--- src/rtl/lcd_pkg.sv ---
// Shared definitions for the ILI9341-subset bus responder: opcodes, FSM states
// and default panel geometry.
package lcd_pkg;

  localparam int H_RES_DEF = 240;
  localparam int V_RES_DEF = 320;

  localparam logic [7:0] CMD_NOP     = 8'h00;
  localparam logic [7:0] CMD_SWRESET = 8'h01;
  localparam logic [7:0] CMD_SLPIN   = 8'h10;
  localparam logic [7:0] CMD_SLPOUT  = 8'h11;
  localparam logic [7:0] CMD_DISPOFF = 8'h28;
  localparam logic [7:0] CMD_DISPON  = 8'h29;
  localparam logic [7:0] CMD_CASET   = 8'h2A;
  localparam logic [7:0] CMD_PASET   = 8'h2B;
  localparam logic [7:0] CMD_RAMWR   = 8'h2C;
  localparam logic [7:0] CMD_MADCTL  = 8'h36;
  localparam logic [7:0] CMD_COLMOD  = 8'h3A;

  localparam logic [7:0] COLMOD_RST = 8'h66;
  localparam logic [7:0] MADCTL_RST = 8'h00;

  typedef enum logic [2:0] {
    ST_IDLE,
    ST_CASET,
    ST_PASET,
    ST_PARAM1,
    ST_RAMWR,
    ST_IGNORE
  } state_t;

  // Window coordinates are 9 bits: only bit 0 of the high parameter byte survives.
  function automatic logic [8:0] join9(input logic hi0, input logic [7:0] lo);
    return {hi0, lo};
  endfunction

endpackage

--- src/rtl/lcd_bus_responder_if.sv ---
// 8080-style write bus between pixel_updater (master) and the display responder (slave).
interface lcd_bus_responder_if;
  logic       wr;
  logic       dcx;
  logic [7:0] D;

  modport master (output wr, output dcx, output D);
  modport slave  (input wr, input dcx, input D);
endinterface

--- src/rtl/lcd_addr_counter.sv ---
// Column/page window registers and the raster address counter that walks them.
module lcd_addr_counter
  import lcd_pkg::*;
#(
  parameter int H_RES = H_RES_DEF,
  parameter int V_RES = V_RES_DEF
) (
  input  logic       clk,
  input  logic       rst,
  input  logic       i_win_reset,
  input  logic       load,
  input  logic       step,
  input  logic       set_col,
  input  logic       set_page,
  input  logic [8:0] i_start,
  input  logic [8:0] i_end,
  output logic [8:0] o_x,
  output logic [8:0] o_y
);

  logic [8:0] r_xs, r_xe, r_ys, r_ye;
  logic [8:0] r_x, r_y;
  logic [8:0] w_xlast, w_ylast;

  // A reversed window collapses to the single column/row at its start.
  assign w_xlast = (r_xs > r_xe) ? r_xs : r_xe;
  assign w_ylast = (r_ys > r_ye) ? r_ys : r_ye;

  assign o_x = r_x;
  assign o_y = r_y;

  always_ff @(posedge clk) begin
    if (rst) begin
      r_xs <= '0;
      r_xe <= 9'(H_RES - 1);
      r_ys <= '0;
      r_ye <= 9'(V_RES - 1);
      r_x  <= '0;
      r_y  <= '0;
    end else if (i_win_reset) begin
      r_xs <= '0;
      r_xe <= 9'(H_RES - 1);
      r_ys <= '0;
      r_ye <= 9'(V_RES - 1);
    end else begin
      if (set_col) begin
        r_xs <= i_start;
        r_xe <= i_end;
      end
      if (set_page) begin
        r_ys <= i_start;
        r_ye <= i_end;
      end
      if (load) begin
        r_x <= r_xs;
        r_y <= r_ys;
      end else if (step) begin
        if (r_x < w_xlast) begin
          r_x <= r_x + 9'd1;
        end else begin
          r_x <= r_xs;
          r_y <= (r_y < w_ylast) ? r_y + 9'd1 : r_ys;
        end
      end
    end
  end

endmodule

--- src/rtl/lcd_bus_responder.sv ---
// Display-side responder: detects write strobes, decodes the command stream and
// emits one registered pixel write per completed RGB565 pixel.
module lcd_bus_responder
  import lcd_pkg::*;
#(
  parameter int H_RES = H_RES_DEF,
  parameter int V_RES = V_RES_DEF
) (
  input  logic                  clk,
  input  logic                  rst,
  lcd_bus_responder_if.slave    bus,
  output logic                  pix_valid,
  output logic [8:0]            pix_x,
  output logic [8:0]            pix_y,
  output logic [15:0]           pix_data,
  output logic                  disp_on,
  output logic                  sleep_out,
  output logic [7:0]            colmod,
  output logic [7:0]            madctl,
  output logic [1:0]            err
);

  logic       r_wr_s, r_wr_q, r_dcx_s;
  logic [7:0] r_d_s;
  state_t     r_state;
  logic [1:0] r_pidx;
  logic       r_start_hi, r_end_hi, r_is_colmod, r_toggle;
  logic [7:0] r_start_lo, r_hi_byte;

  logic       w_strobe, w_cmd, w_data, w_in_range;
  logic       w_load, w_step, w_set_col, w_set_page, w_win_reset;
  logic [8:0] w_x, w_y;

  // Sampled bus is one edge old, so a strobe seen at edge k acts at edge k+1.
  assign w_strobe = r_wr_s & ~r_wr_q;
  assign w_cmd    = w_strobe & ~r_dcx_s;
  assign w_data   = w_strobe &  r_dcx_s;

  assign w_load      = w_cmd && (r_d_s == CMD_RAMWR);
  assign w_win_reset = w_cmd && (r_d_s == CMD_SWRESET);
  assign w_step      = w_data && (r_state == ST_RAMWR) && r_toggle;
  assign w_set_col   = w_data && (r_state == ST_CASET) && (r_pidx == 2'd3);
  assign w_set_page  = w_data && (r_state == ST_PASET) && (r_pidx == 2'd3);
  assign w_in_range  = ({1'b0, w_x} < 10'(H_RES)) && ({1'b0, w_y} < 10'(V_RES));

  lcd_addr_counter #(
    .H_RES (H_RES),
    .V_RES (V_RES)
  ) u_addr (
    .clk         (clk),
    .rst         (rst),
    .i_win_reset (w_win_reset),
    .load        (w_load),
    .step        (w_step),
    .set_col     (w_set_col),
    .set_page    (w_set_page),
    .i_start     (join9(r_start_hi, r_start_lo)),
    .i_end       (join9(r_end_hi, r_d_s)),
    .o_x         (w_x),
    .o_y         (w_y)
  );

  always_ff @(posedge clk) begin
    if (rst) begin
      r_wr_s  <= 1'b1;
      r_wr_q  <= 1'b1;
      r_dcx_s <= 1'b0;
      r_d_s   <= '0;
    end else begin
      r_wr_s  <= bus.wr;
      r_wr_q  <= r_wr_s;
      r_dcx_s <= bus.dcx;
      r_d_s   <= bus.D;
    end
  end

  always_ff @(posedge clk) begin
    if (rst) begin
      r_state     <= ST_IDLE;
      r_pidx      <= '0;
      r_start_hi  <= 1'b0;
      r_start_lo  <= '0;
      r_end_hi    <= 1'b0;
      r_is_colmod <= 1'b0;
      r_toggle    <= 1'b0;
      r_hi_byte   <= '0;
      pix_valid   <= 1'b0;
      pix_x       <= '0;
      pix_y       <= '0;
      pix_data    <= '0;
      disp_on     <= 1'b0;
      sleep_out   <= 1'b0;
      colmod      <= COLMOD_RST;
      madctl      <= MADCTL_RST;
      err         <= '0;
    end else begin
      pix_valid <= 1'b0;
      if (w_cmd) begin
        // Any command abandons a half-received pixel.
        r_toggle <= 1'b0;
        r_pidx   <= '0;
        case (r_d_s)
          CMD_CASET:  r_state <= ST_CASET;
          CMD_PASET:  r_state <= ST_PASET;
          CMD_RAMWR:  r_state <= ST_RAMWR;
          CMD_MADCTL: begin
            r_state     <= ST_PARAM1;
            r_is_colmod <= 1'b0;
          end
          CMD_COLMOD: begin
            r_state     <= ST_PARAM1;
            r_is_colmod <= 1'b1;
          end
          CMD_SWRESET: begin
            r_state   <= ST_IDLE;
            disp_on   <= 1'b0;
            sleep_out <= 1'b0;
            colmod    <= COLMOD_RST;
            madctl    <= MADCTL_RST;
          end
          CMD_NOP:     r_state <= ST_IDLE;
          CMD_SLPIN: begin
            r_state   <= ST_IDLE;
            sleep_out <= 1'b0;
          end
          CMD_SLPOUT: begin
            r_state   <= ST_IDLE;
            sleep_out <= 1'b1;
          end
          CMD_DISPOFF: begin
            r_state <= ST_IDLE;
            disp_on <= 1'b0;
          end
          CMD_DISPON: begin
            r_state <= ST_IDLE;
            disp_on <= 1'b1;
          end
          default: begin
            r_state <= ST_IGNORE;
            err[0]  <= 1'b1;
          end
        endcase
      end else if (w_data) begin
        case (r_state)
          ST_CASET, ST_PASET: begin
            r_pidx <= r_pidx + 2'd1;
            case (r_pidx)
              2'd0:    r_start_hi <= r_d_s[0];
              2'd1:    r_start_lo <= r_d_s;
              2'd2:    r_end_hi   <= r_d_s[0];
              default: r_state    <= ST_IDLE;
            endcase
          end
          ST_PARAM1: begin
            if (r_is_colmod) colmod <= r_d_s;
            else             madctl <= r_d_s;
            r_state <= ST_IDLE;
          end
          ST_RAMWR: begin
            if (!r_toggle) begin
              r_hi_byte <= r_d_s;
              r_toggle  <= 1'b1;
            end else begin
              r_toggle <= 1'b0;
              if (w_in_range) begin
                pix_valid <= 1'b1;
                pix_x     <= w_x;
                pix_y     <= w_y;
                pix_data  <= {r_hi_byte, r_d_s};
              end
            end
          end
          ST_IDLE:   err[1] <= 1'b1;
          default:   r_state <= r_state;
        endcase
      end
    end
  end

endmodule
--- src/flat_wrapper.sv ---
// flat-port wrapper written by rule: the top's interface ports become plain ports
module lcd_bus_responder_flat import lcd_pkg::*;
#(
  parameter int H_RES = H_RES_DEF,
  parameter int V_RES = V_RES_DEF
)
  (clk, rst, pix_valid, pix_x, pix_y, pix_data, disp_on, sleep_out, colmod, madctl, err, bus_wr, bus_dcx, bus_D);
  lcd_bus_responder_if bus_i ();
  input  logic clk;
  input  logic rst;
  output logic pix_valid;
  output logic [8:0] pix_x;
  output logic [8:0] pix_y;
  output logic [15:0] pix_data;
  output logic disp_on;
  output logic sleep_out;
  output logic [7:0] colmod;
  output logic [7:0] madctl;
  output logic [1:0] err;
  input wire logic [$bits(bus_i.wr)-1:0] bus_wr;
  input wire logic [$bits(bus_i.dcx)-1:0] bus_dcx;
  input wire logic [$bits(bus_i.D)-1:0] bus_D;
  assign bus_i.wr = bus_wr;
  assign bus_i.dcx = bus_dcx;
  assign bus_i.D = bus_D;
  lcd_bus_responder #(.H_RES(H_RES), .V_RES(V_RES)) u_core (.clk(clk), .rst(rst), .bus(bus_i), .pix_valid(pix_valid), .pix_x(pix_x), .pix_y(pix_y), .pix_data(pix_data), .disp_on(disp_on), .sleep_out(sleep_out), .colmod(colmod), .madctl(madctl), .err(err));
endmodule
--- config.mk ---
export PLATFORM = sky130hd
export DESIGN_NAME = lcd_bus_responder_flat
export DESIGN_NICKNAME = d
export VERILOG_FILES = /design/src/rtl/lcd_pkg.sv /design/src/rtl/lcd_bus_responder_if.sv /design/src/rtl/lcd_addr_counter.sv /design/src/rtl/lcd_bus_responder.sv /design/src/flat_wrapper.sv
export SDC_FILE = /design/constraint.sdc
export NUM_CORES = 1
export LEC_CHECK = 0
export ABC_AREA = 1
export ABC_CLOCK_PERIOD_IN_PS = 3200
export BUFFER_PORTS_ARGS = -buffer_cell sky130_fd_sc_hd__buf_2
export CAP_MARGIN = 20
export CORE_MARGIN = 1.5
export CORE_UTILIZATION = 25
export DETAILED_ROUTE_END_ITERATION = 10
export GPL_ROUTABILITY_DRIVEN = 0
export MAX_ROUTING_LAYER = met4
export SYNTH_ARGS = -nofsm -noshare
export SYNTH_HDL_FRONTEND = slang
export SYNTH_SLANG_ARGS = --single-unit
--- constraint.sdc ---
create_clock -name clk -period 3.2 [get_ports clk]
set_input_delay 0.16 -clock clk [delete_from_list [all_inputs] [get_ports clk]]
set_output_delay 0.16 -clock clk [all_outputs]
set_load 0.02 [all_outputs]
==> results of run 1 <==
cells in the final DEF, fill, tap and decap left out, types with 5 or more instances in the layout:
master         instances
xor2_1                 7
nand2_4                8
nor2_1                91
dfxtp_1              145
inv_2                 14
nor3_1                11
nand2_2                5
inv_1                 90
ha_1                  40
buf_4                 21
nor2_4                 7
clkbuf_16             17
a21oi_1               92
o21ai_0               74
nand3_1               54
o211ai_1              15
dlygate4sd3_1         10
buf_2                 66
nand2_1              192
sequential cells by signal, indices dropped and copies added (netlist names), 2 cells and up:
| name | count |
|---|---|
| u_core.pix_y | 9 |
| u_core.r_state | 3 |
| u_core.madctl | 8 |
| u_core.colmod | 8 |
| u_core.pix_data | 16 |
| u_core.r_hi_byte | 8 |
| u_core.err | 2 |
| u_core.r_pidx | 2 |
| u_core.u_addr.o_y | 9 |
| u_core.u_addr.o_x | 9 |
| u_core.pix_x | 9 |
| u_core.u_addr.r_ys | 9 |
| u_core.r_start_lo | 8 |
| u_core.u_addr.r_xe | 9 |
| u_core.r_d_s | 8 |
| u_core.u_addr.r_ye | 9 |
| u_core.u_addr.r_xs | 9 |
power by group:
part | internal (W) | switching (W)
Sequential | 0.00182 | 0.0000192
Clock | 0.00117 | 0.000836
Combinational | 0.0000330 | 0.0000803
worst min path at each step:
| stage | start | endpoint | slack (ns) | cells past startpoint |
|---|---|---|---|---|
| finish | rst | u_core.r_d_s[4] | 0.26 | 2 |
| global route | rst | u_core.r_d_s[6] | 0.28 | 2 |
| CTS | rst | u_core.r_d_s[7] | 0.25 | 2 |
| detailed placement | bus_wr | u_core.r_wr_s | 0.35 | 2 |
| global placement | bus_wr | u_core.r_wr_s | 0.35 | 2 |
| floorplan | bus_wr | u_core.r_wr_s | 0.26 | 1 |
worst max-delay path, cell delays in order, from the launching register on:
cell and delay (ns):
dfxtp_1 0.34, inv_1 0.07, ha_1 0.29, nand2_1 0.06, nor2_2 0.15, nand3b_1 0.11
nand3_2 0.13, nand2_4 0.11, nand2_1 0.07, o21ai_0 0.08, ha_1 0.29, a21oi_1 0.14
nor2_1 0.07, a211oi_2 0.14, nor2_1 0.09, nor3_4 0.22, buf_12 0.15, nand2_4 0.08
nand2_1 0.07, nand2_1 0.05, nor2_1 0.09, nor2_1 0.04
through the flow:
| step | setup TNS [ns] | cells | instance area, µm² |
|---|---|---|---|
| global placement | 0 | 1347 | 7700 |
| finish | 0 | 1393 | 8490 |
| CTS | 0 | 1389 | 8410 |
| floorplan | 0 | 929 | 6960 |
| global route | -0.0654 | 1393 | 8490 |
| detailed placement | 0 | 1347 | 7700 |
routing by layer:
| layer | global-route usage, % | vias to the layer above | wire length, µm |
|---|---|---|---|
| li1 | - | 3212 | - |
| met1 | 18.1 | 2851 | 9230 |
| met2 | 18.9 | 149 | 7660 |
| met3 | 2.67 | 16 | 828 |
| met4 | 3.46 | 0 | 183 |
| met5 | - | - | 0 |
cell usage after synthesis (all sizes together):
library cell	n	area share, %
a211oi	5	0.54
a21boi	1	0.11
a21o	1	0.11
a21oi	95	7.2
a31oi	1	0.090
buf	23	2.0
clkbuf	16	0.86
dfxtp	145	42
ha	40	7.2
inv	105	5.7
nand2	205	12
nand3	60	4.9
nand3b	3	0.32
nand4	4	0.36
nor2	100	6.2
nor3	12	1.0
nor4	3	0.36
o211ai	15	1.6
o21a	1	0.11
o21ai	78	5.7
o21ba	1	0.14
o32ai	4	0.50
or2	1	0.090
xnor2	3	0.38
xor2	7	0.88
cells by family after synthesis:
family                     Yosys count
AOI/OAI and AO/OA                  202
xor gates and xnor gates            10
adders and majority gates           40
buffers and inverters              144
DFF                                145
and+or+nand+nor                    388
final cells by class:
class,count,area share (%)
clock buffers,20,5.50
clock inverters,12,1.64
inverters,105,4.67
multi-input cells,641,41.3
flip-flops and latches,145,34.2
well taps,372,5.48
repair buffers,98,7.16
timing repair:
action,4_1_cts,5_1_grt
gates resized for setup,0,7
endpoints found under the setup margin,0,18
hold endpoints to repair,10,0
setup buffers,0,3
hold buffers,10,0
==> results.md, run 1 <==
* Status: finished clean
* WP data required at 3.52 ns
* Largest family of logic cells by synthesized area: simple AND/OR/NAND/NOR gates
* DRC Markers at 0
* Detail Placement HPWL at 12.9 mm
* CP Launch Type: register
* CTS H-tree depth at 4
* GRT Total Usage at 13.0%
* First-pass GRT wire length at 28.7 mm
* Clock Latency Late Sink at 0.42 ns
* Die Area at 28900 µm²
* DR iter-0 viols at 419
* Antenna-violating nets left at 0
* Die extent in y at 170 µm
* Initial antenna violation count at 0
* Layout cell share with drive strength beyond 1 at 17.0%
* Post-synthesis simple-gate area fraction at 25.2%
* Number of synthesis warnings at 0
* Max Freq at 0.340 GHz
* Root buffer cell: clkbuf_16
* R2R depth at 21
* Terminus of the critical flop-to-flop path: u_core.u_addr.o_y[1]
* Mapped Avg Cell Area at 7.49 µm²
* Post-Syn Instances at 929
* Tot Pwr at 0.00395 W
* Final Util at 31.2%
* Inserted Diodes at 0
* R2R Path Start: u_core.u_addr.r_ye[6]
* VDD IR max at 218 µV
* Post-synthesis sequential area ratio at 41.7%
* Drt wl/cell at 12.9 µm
* Final Max Tran Viols at 0
* Post-layout minimum cycle time at 2.94 ns
* Worst Hold Class: input pin to register
* Vias per std cell at 4.47
* PwrDens at 465 nW/µm²
* Post-Synth XOR/XNOR Area at 1.26%
* Layout Nets at 1060
* Mapped cell area at 6960 µm²
* Hold Fails Final Rpt at 0
* Reg area at 2900 µm²
* Vias in the first global route at 5656
* Yosys reg bits at 145
* Num CTS Buffers at 17
* Worst setup path end: u_core.u_addr.o_y[1]
* Hold Slack at 0.264 ns
* Total Wirelength at 17.9 mm
* Placement Setup Slack at 0.0149 ns
* Crit path DAT at 3.26 ns
* Compound-Gate Fraction of Synth Area at 16.1%
* Drt first pass iters at 5
* Multi-input gate area at 3510 µm²
* Leakage power figure at 3.81 nW
* Crit Path Class: register to register
* Clock Sinks at 145
* Synth cell types at 42
* Slew @ Worst Pin at 0.687 ns
* PnR worst setup slack at 0.256 ns
* PortBufs at 66
* Filler cells at 2940
* Row count at 60
* Flop2flop setup slack at 0.26 ns
* Critical Path End Type: register
* Relative slew slack at 54.2%
* Skew final at 0.0128 ns
* CTS tree: built
* Post-synthesis mux area share at 0%
* Synth Area in Adders at 7.19%
* Post-Synthesis Net Count at 981
* Via count at 6228
* Largest net degree at the start of global routing at 60
* Chip Width at 170 µm
* # Max-Cap Violations at 0
* CP max FO at 15
* Setup crit start: u_core.u_addr.r_ye[6]
* Core area at 27200 µm²
* Area grow syn2layout at 21.9%
* Worst-path clk slew at 0.07 ns
* Gr ovfl total at 0
* Starting Density at 25.6%
* Clock Tree Buf Depth at 2
* Final period util at 92.0%
* # IOs at 67
* Setup violators final at 0
(Power assumes the default switching activity.)
==> run 2, diff against run 1 <==
--- a/config.mk
+++ b/config.mk
@@ -9,7 +9,7 @@
 export ABC_CLOCK_PERIOD_IN_PS = 3200
 export BUFFER_PORTS_ARGS = -buffer_cell sky130_fd_sc_hd__buf_2
 export CAP_MARGIN = 20
-export CORE_MARGIN = 1.5
+export CORE_MARGIN = 2
 export CORE_UTILIZATION = 25
 export DETAILED_ROUTE_END_ITERATION = 10
 export GPL_ROUTABILITY_DRIVEN = 0
==> results.md, run 2 (same netlist as run 1, synthesis figures left out) <==
* Via count at 6274 (+0.74%)
* Inserted Diodes at 0 (unchanged)
* CTS H-tree depth at 4 (unchanged)
* Gr ovfl total at 0 (unchanged)
* Unrepaired setup endpoints after global routing: yes
* R2R depth at 18 (-14%)
* Clock Sinks at 145 (unchanged)
* Detail Placement HPWL at 13.2 mm (+2.0%)
* Number of flip-flops under the largest register name at 16 (unchanged)
* DRC Markers at 0 (unchanged)
* Most frequent cells in the layout: nand2_1, dfxtp_1, a21oi_1
* Worst-path clk slew at 0.06 ns (about the same)
* Initial antenna violation count at 0 (unchanged)
* Vias in the first global route at 5975 (+5.6%)
* Leakage power figure at 3.80 nW (-0.21%)
* Die Area at 29200 µm² (+1.2%)
* Relative slew slack at 60.1% (+5.9 points)
* VDD IR max at 402 µV (+84%)
* Clock Tree Buf Depth at 2 (unchanged)
* CP Launch Type: register
* Starting Density at 25.2% (-0.42 points)
* Fin cells at 1400 (+0.50%)
* Status: finished clean
* Largest net degree at the start of global routing at 45 (-25%)
* Clock Latency Late Sink at 0.42 ns (about the same)
* Skew final at 0.00634 ns (-0.00644 ns)
* Final period util at 93.7% (+1.7 points)
* Tot Pwr at 0.00402 W (+1.8%)
* Row count at 61 (+1.7%)
* Core area at 27600 µm² (+1.7%)
* Worst Hold Class: input pin to register
* Max Freq at 0.334 GHz (-1.8%)
* Root buffer cell: clkbuf_16
* Post-layout minimum cycle time at 3.00 ns (+0.0541 ns)
* Total Wirelength at 18.4 mm (+2.8%)
* Antenna-violating nets left at 0 (unchanged)
* Num CTS Buffers at 17 (unchanged)
* Crit Path Class: register to register
* CTS tree: built
* Final Util at 30.9% (-0.36 points)
* Reg area at 2900 µm² (about the same)
* Multi-input gate area at 3520 µm² (+0.32%)
* Placed Cells at 1356 (+0.67%)
* Terminus of the critical flop-to-flop path: u_core.u_addr.o_y[7]
* # IOs at 67 (unchanged)
* Worst setup path end: u_core.u_addr.o_y[7]
* PortBufs at 66 (unchanged)
* Flop2flop setup slack at 0.20 ns (-0.05 ns)
* Largest register by flop count: u_core.pix_data
* PwrDens at 471 nW/µm² (+1.3%)
* Layout cell share with drive strength beyond 1 at 17.3% (+0.28 points)
* WP data required at 3.51 ns (about the same)
* Final Max Tran Viols at 0 (unchanged)
* First-pass GRT wire length at 30.4 mm (+5.9%)
* R2R Path Start: u_core.u_addr.r_ye[4]
* Vias per std cell at 4.48 (+0.23%)
* Drt wl/cell at 13.1 µm (+2.3%)
* Die extent in y at 171 µm (+0.59%)
* Critical Path End Type: register
* Chip Width at 171 µm (+0.59%)
* Setup crit start: u_core.u_addr.r_ye[4]
* Area grow syn2layout at 22.5%
* Setup violators final at 0 (unchanged)
* Layout Nets at 1063 (+0.28%)
* Slew @ Worst Pin at 0.595 ns (-0.0920 ns)
* Crit path DAT at 3.31 ns (+0.05 ns)
* Filler cells at 3010 (+2.4%)
* Hold Fails Final Rpt at 0 (unchanged)
* GRT Total Usage at 13.5% (+0.50 points)
* Drt first pass iters at 5 (unchanged)
* Commonest non-fill, non-tap cell in the layout: nand2_1
* # Max-Cap Violations at 0 (unchanged)
* Hold Slack at 0.241 ns (-0.0232 ns)
* CP max FO at 10 (-5)
* DR iter-0 viols at 382 (-8.8%)
-- run 2: cell count changes in the layout (fill, tap and decap cells not counted), sizes merged --
cell,before,now
buf,88,91
inv,112,109
bufinv,1,3
clkinv,3,1
clkinvlp,1,2
-- run 2: worst min path at each step --
stage / start / end / slack [ns] / cells past startpoint
2_1_floorplan: bus_wr / u_core.r_wr_s / 0.26 / 1
3_3_place_gp: bus_wr / u_core.r_wr_s / 0.36 / 2
3_5_place_dp: bus_wr / u_core.r_wr_s / 0.35 / 2
4_1_cts: rst / u_core.r_d_s[5] / 0.25 / 3
5_1_grt: rst / u_core.r_d_s[5] / 0.26 / 3
6_report: rst / u_core.r_wr_q / 0.24 / 4
-- run 2: layout make-up --
cell class	count	area share [%]
flip-flops and latches	145	34.0
inverters	105	4.65
clock inverters	10	1.75
multi-input cells	641	41.3
clock buffers	20	5.35
repair buffers	101	7.39
well taps	378	5.54
-- run 2: worst max-delay path, stage by stage, from the launching register on --
cell,delay [ns]
dfxtp_1,0.33
inv_1,0.08
ha_1,0.30
nand2_1,0.08
nor2_2,0.14
nand3b_1,0.13
nand3_4,0.14
nand2_2,0.11
buf_4,0.16
nand2_1,0.05
o21ai_0,0.09
ha_1,0.31
nand4_1,0.12
nor3_1,0.21
nand2_2,0.21
nand2_4,0.16
nand2_1,0.06
a21oi_1,0.16
nor2_1,0.06
-- run 2: metal layers --
metal	track usage [%]	vias up	wire (µm)
met1	18.1	2894	9050
met2	20.2	155	8160
met3	3.63	17	1080
li1	-	3208	-
met5	-	-	0
met4	3.10	0	123
-- run 2: what timing repair did --
item | in CTS | in global routing
hold buffers | 10 | 0
buffers inserted | 1 | 2
gates cloned | 0 | 1
gates resized for setup | 0 | 14
endpoints found under the hold margin | 10 | 0
pin swaps | 1 | 2
setup endpoints to repair | 2 | 15
-- run 2: metrics by stage --
step / setup TNS [ns] / setup WS [ns] / area (µm²)
final: 0 / 0.202 / 8530
after global routing: -0.0174 / -0.0145 / 8530
after CTS: 0 / 0.0648 / 8460
after detailed placement: -0.0119 / -0.0119 / 7730
after global placement: 0 / 0.0223 / 7730
after floorplan: 0 / 0.249 / 6960
-- run 2: report_power, final --
part	leakage [nW]	switching [W]	internal [W]	total (W)
combinational	2.34	0.0000808	0.0000347	0.000115
clock	0.290	0.000798	0.00127	0.00207
sequential	1.17	0.0000206	0.00182	0.00184
==> run 3, diff against run 2 <==
--- a/config.mk
+++ b/config.mk
@@ -9,11 +9,12 @@
 export ABC_CLOCK_PERIOD_IN_PS = 3200
 export BUFFER_PORTS_ARGS = -buffer_cell sky130_fd_sc_hd__buf_2
 export CAP_MARGIN = 20
-export CORE_MARGIN = 2
+export CORE_MARGIN = 5
 export CORE_UTILIZATION = 25
 export DETAILED_ROUTE_END_ITERATION = 10
 export GPL_ROUTABILITY_DRIVEN = 0
 export MAX_ROUTING_LAYER = met4
 export SYNTH_ARGS = -nofsm -noshare
 export SYNTH_HDL_FRONTEND = slang
+export SYNTH_HIERARCHICAL = 1
 export SYNTH_SLANG_ARGS = --single-unit
==> results.md, run 3 <==
* Crit Path Class: register to register
* Setup violators final at 0 (unchanged)
* Critical Path End Type: register
* Largest net degree at the start of global routing at 36 (-20%)
* Worst-path clk slew at 0.07 ns (about the same)
* Post-Synthesis Net Count at 1024 (+4.4%)
* Layout cell share with drive strength beyond 1 at 16.7% (-0.65 points)
* DRC Markers at 0 (unchanged)
* Vias in the first global route at 6059 (+1.4%)
* Clock Sinks at 145 (unchanged)
* Die extent in y at 178 µm (+4.5%)
* Top-count cell post-synth: nand2_1
* Largest register by flop count: u_core/pix_data
* Slew @ Worst Pin at 0.644 ns (+0.0495 ns)
* Largest area contributor in the netlist: dfxtp_1
* Via count at 6441 (+2.7%)
* Clock Tree Buf Depth at 2 (unchanged)
* Area grow syn2layout at 20.6%
* DR iter-0 viols at 491 (+29%)
* Chip Width at 178 µm (+4.5%)
* Main synth FF type: dfxtp_1
* Die Area at 31900 µm² (+9.1%)
* Final setup TNS at 0 ns (unchanged)
* Number of flip-flops under the largest register name at 16 (unchanged)
* Max Freq at 0.334 GHz (+0.12%)
* VDD IR max at 260 µV (-35%)
* Number of synthesis warnings at 6 (+6)
* Clock Latency Late Sink at 0.43 ns (about the same)
* Mapped cell area at 7100 µm² (+1.9%)
* Top post-synthesis cells by area: dfxtp_1, nand2_1, nor2_1, ha_1, a21oi_1
* Status: finished clean
* Placed Cells at 1393 (+2.7%)
* GRT Total Usage at 12.8% (-0.65 points)
* PnR worst setup slack at 0.206 ns (+0.00352 ns)
* # Max-Cap Violations at 0 (unchanged)
* Vias per std cell at 4.47 (-0.19%)
* Root buffer cell: clkbuf_16
* Post-synthesis sequential area ratio at 40.9% (-0.79 points)
* Inserted Diodes at 0 (unchanged)
* EDFF count, synth at 0 (unchanged)
* Hold Fails Final Rpt at 0 (unchanged)
* Starting Density at 25.4% (+0.21 points)
* Drt wl/cell at 13.7 µm (+4.0%)
* Post-layout minimum cycle time at 2.99 ns (-0.00352 ns)
* Drt first pass iters at 7 (+2)
* PwrDens at 465 nW/µm² (-1.4%)
* Synth top area share at 40.9% (-0.79 points)
* CP max FO at 15 (+5)
* Worst Hold Class: input pin to register
* PortBufs at 66 (unchanged)
* Antenna-violating nets left at 0 (unchanged)
* Commonest cells in the netlist: nand2_1, dfxtp_1, nor2_1
* Most frequent cells in the layout: nand2_1, dfxtp_1, nor2_1
* Post-Syn Instances at 972 (+4.6%)
* Gr ovfl total at 0 (unchanged)
* CTS tree: built
* CP Launch Type: register
* Final period util at 93.6% (-0.11 points)
* CTS H-tree depth at 4 (unchanged)
* Layout Nets at 1101 (+3.6%)
* Commonest non-fill, non-tap cell in the layout: nand2_1
* Crit path DAT at 3.31 ns (about the same)
* Initial antenna violation count at 0 (unchanged)
* First-pass GRT wire length at 31.7 mm (+4.0%)
* Yosys reg bits at 145 (unchanged)
* Unrepaired setup endpoints after global routing: no
* Skew final at 0.0147 ns (+0.00832 ns)
* Detail Placement HPWL at 14.4 mm (+9.2%)
* WP data required at 3.51 ns (about the same)
* Leakage power figure at 3.85 nW (+1.3%)
* Fin cells at 1440 (+2.9%)
* Total Wirelength at 19.7 mm (+7.0%)
* Flop2flop setup slack at 0.21 ns (about the same)
* Mapped Avg Cell Area at 7.30 µm² (-2.6%)
* Ys async rst share at 0% (unchanged)
* Core area at 27900 µm² (+1.1%)
* Synth cell types at 41 (-2.4%)
* Placement Setup Slack at 0.142 ns (+0.154 ns)
* Row count at 61 (unchanged)
* Final Util at 30.6% (-0.23 points)
* # IOs at 67 (unchanged)
* Relative slew slack at 57.0% (-3.1 points)
* Num CTS Buffers at 17 (unchanged)
* Final Max Tran Viols at 0 (unchanged)
-- run 3: cell types whose count changed after synthesis, sizes merged, moves of 3 or more --
cell / previous run / this run
nor2: 100 / 149
a21oi: 95 / 78
o21ai: 78 / 95
nor3: 12 / 4
nand4: 4 / 10
a211oi: 5 / 1
o32ai: 4 / 0
clkbuf: 16 / 19
inv: 105 / 108
-- run 3: cell families after synthesis --
kind of cell             count (synthesis)  share of synthesized area (%)
buffers and inverters                  150                           8.99
adder cells (fa/ha/maj)                 40                           7.05
flip-flops                             145                           40.9
XOR/XNOR                                12                           1.48
AO/OA/AOI/OAI                          192                           14.7
AND/OR/NAND/NOR                        433                           26.9
-- run 3: cell type report --
cell class | count | area [µm²]
fill | 3100 | 19400
multi-input combinational | 678 | 3590
sequential | 145 | 2900
timing repair buffer | 97 | 588
tap | 378 | 473
clock buffer | 18 | 439
inverter | 110 | 419
clock inverter | 14 | 141
-- run 3: worst max-delay path, stage by stage, from the launching register on --
cell and delay [ns]:
dfxtp_1 0.32, inv_1 0.06, ha_1 0.29, nand2_1 0.08, nor2_2 0.15, nand4_1 0.13
nand3_2 0.16, nand2_4 0.11, nand2_1 0.07, o21ai_0 0.09, ha_1 0.32, a21oi_1 0.14
o21ai_0 0.10, a21oi_1 0.19, nor2_2 0.09, nor2_4 0.19, nand2_4 0.11, nand2_1 0.09
nand2_1 0.05, nor2_1 0.09, nor2_1 0.05
-- run 3: stage by stage --
stage                     area (µm²)  total power (W)  hold WS [ns]
final                           8560          0.00398         0.152
after global routing            8560          0.00412         0.164
after global placement          7810          0.00203         0.352
after floorplan                 7100          0.00197         0.229
after CTS                       8490          0.00403         0.138
after detailed placement        7810          0.00203         0.356
-- run 3: path summary, 6_finish.rpt --
kind,from,end,cells after the start
setup / recovery,u_core/u_addr/r_ye[8],u_core/u_addr/o_y[0],20
hold / removal,rst,u_core/err[0],2
setup reg to reg,u_core/u_addr/r_ye[8],u_core/u_addr/o_y[0],20
hold reg to reg,u_core/pix_x[8],u_core/pix_x[8],2
-- run 3: repair_timing --
action / CTS / global route
endpoints found under the setup margin: 0 / 14
buffers inserted: 0 / 4
endpoints found under the hold margin: 10 / 0
resized for setup: 0 / 6
hold buffers: 10 / 0
-- run 3: metal layers --
metal | vias to the layer above | track usage, % | part of all wire, %
li1 | 3302 | - | -
met1 | 2953 | 17.0 | 48
met2 | 161 | 19.9 | 46
met3 | 25 | 2.76 | 5.0
met4 | 0 | 3.42 | 1.5
met5 | - | - | 0
-- run 3: report_power, final --
group / internal (W) / total, W / switching (W)
sequential: 0.00182 / 0.00183 / 0.0000107
combinational: 0.0000526 / 0.000166 / 0.000113
clock: 0.00112 / 0.00198 / 0.000868
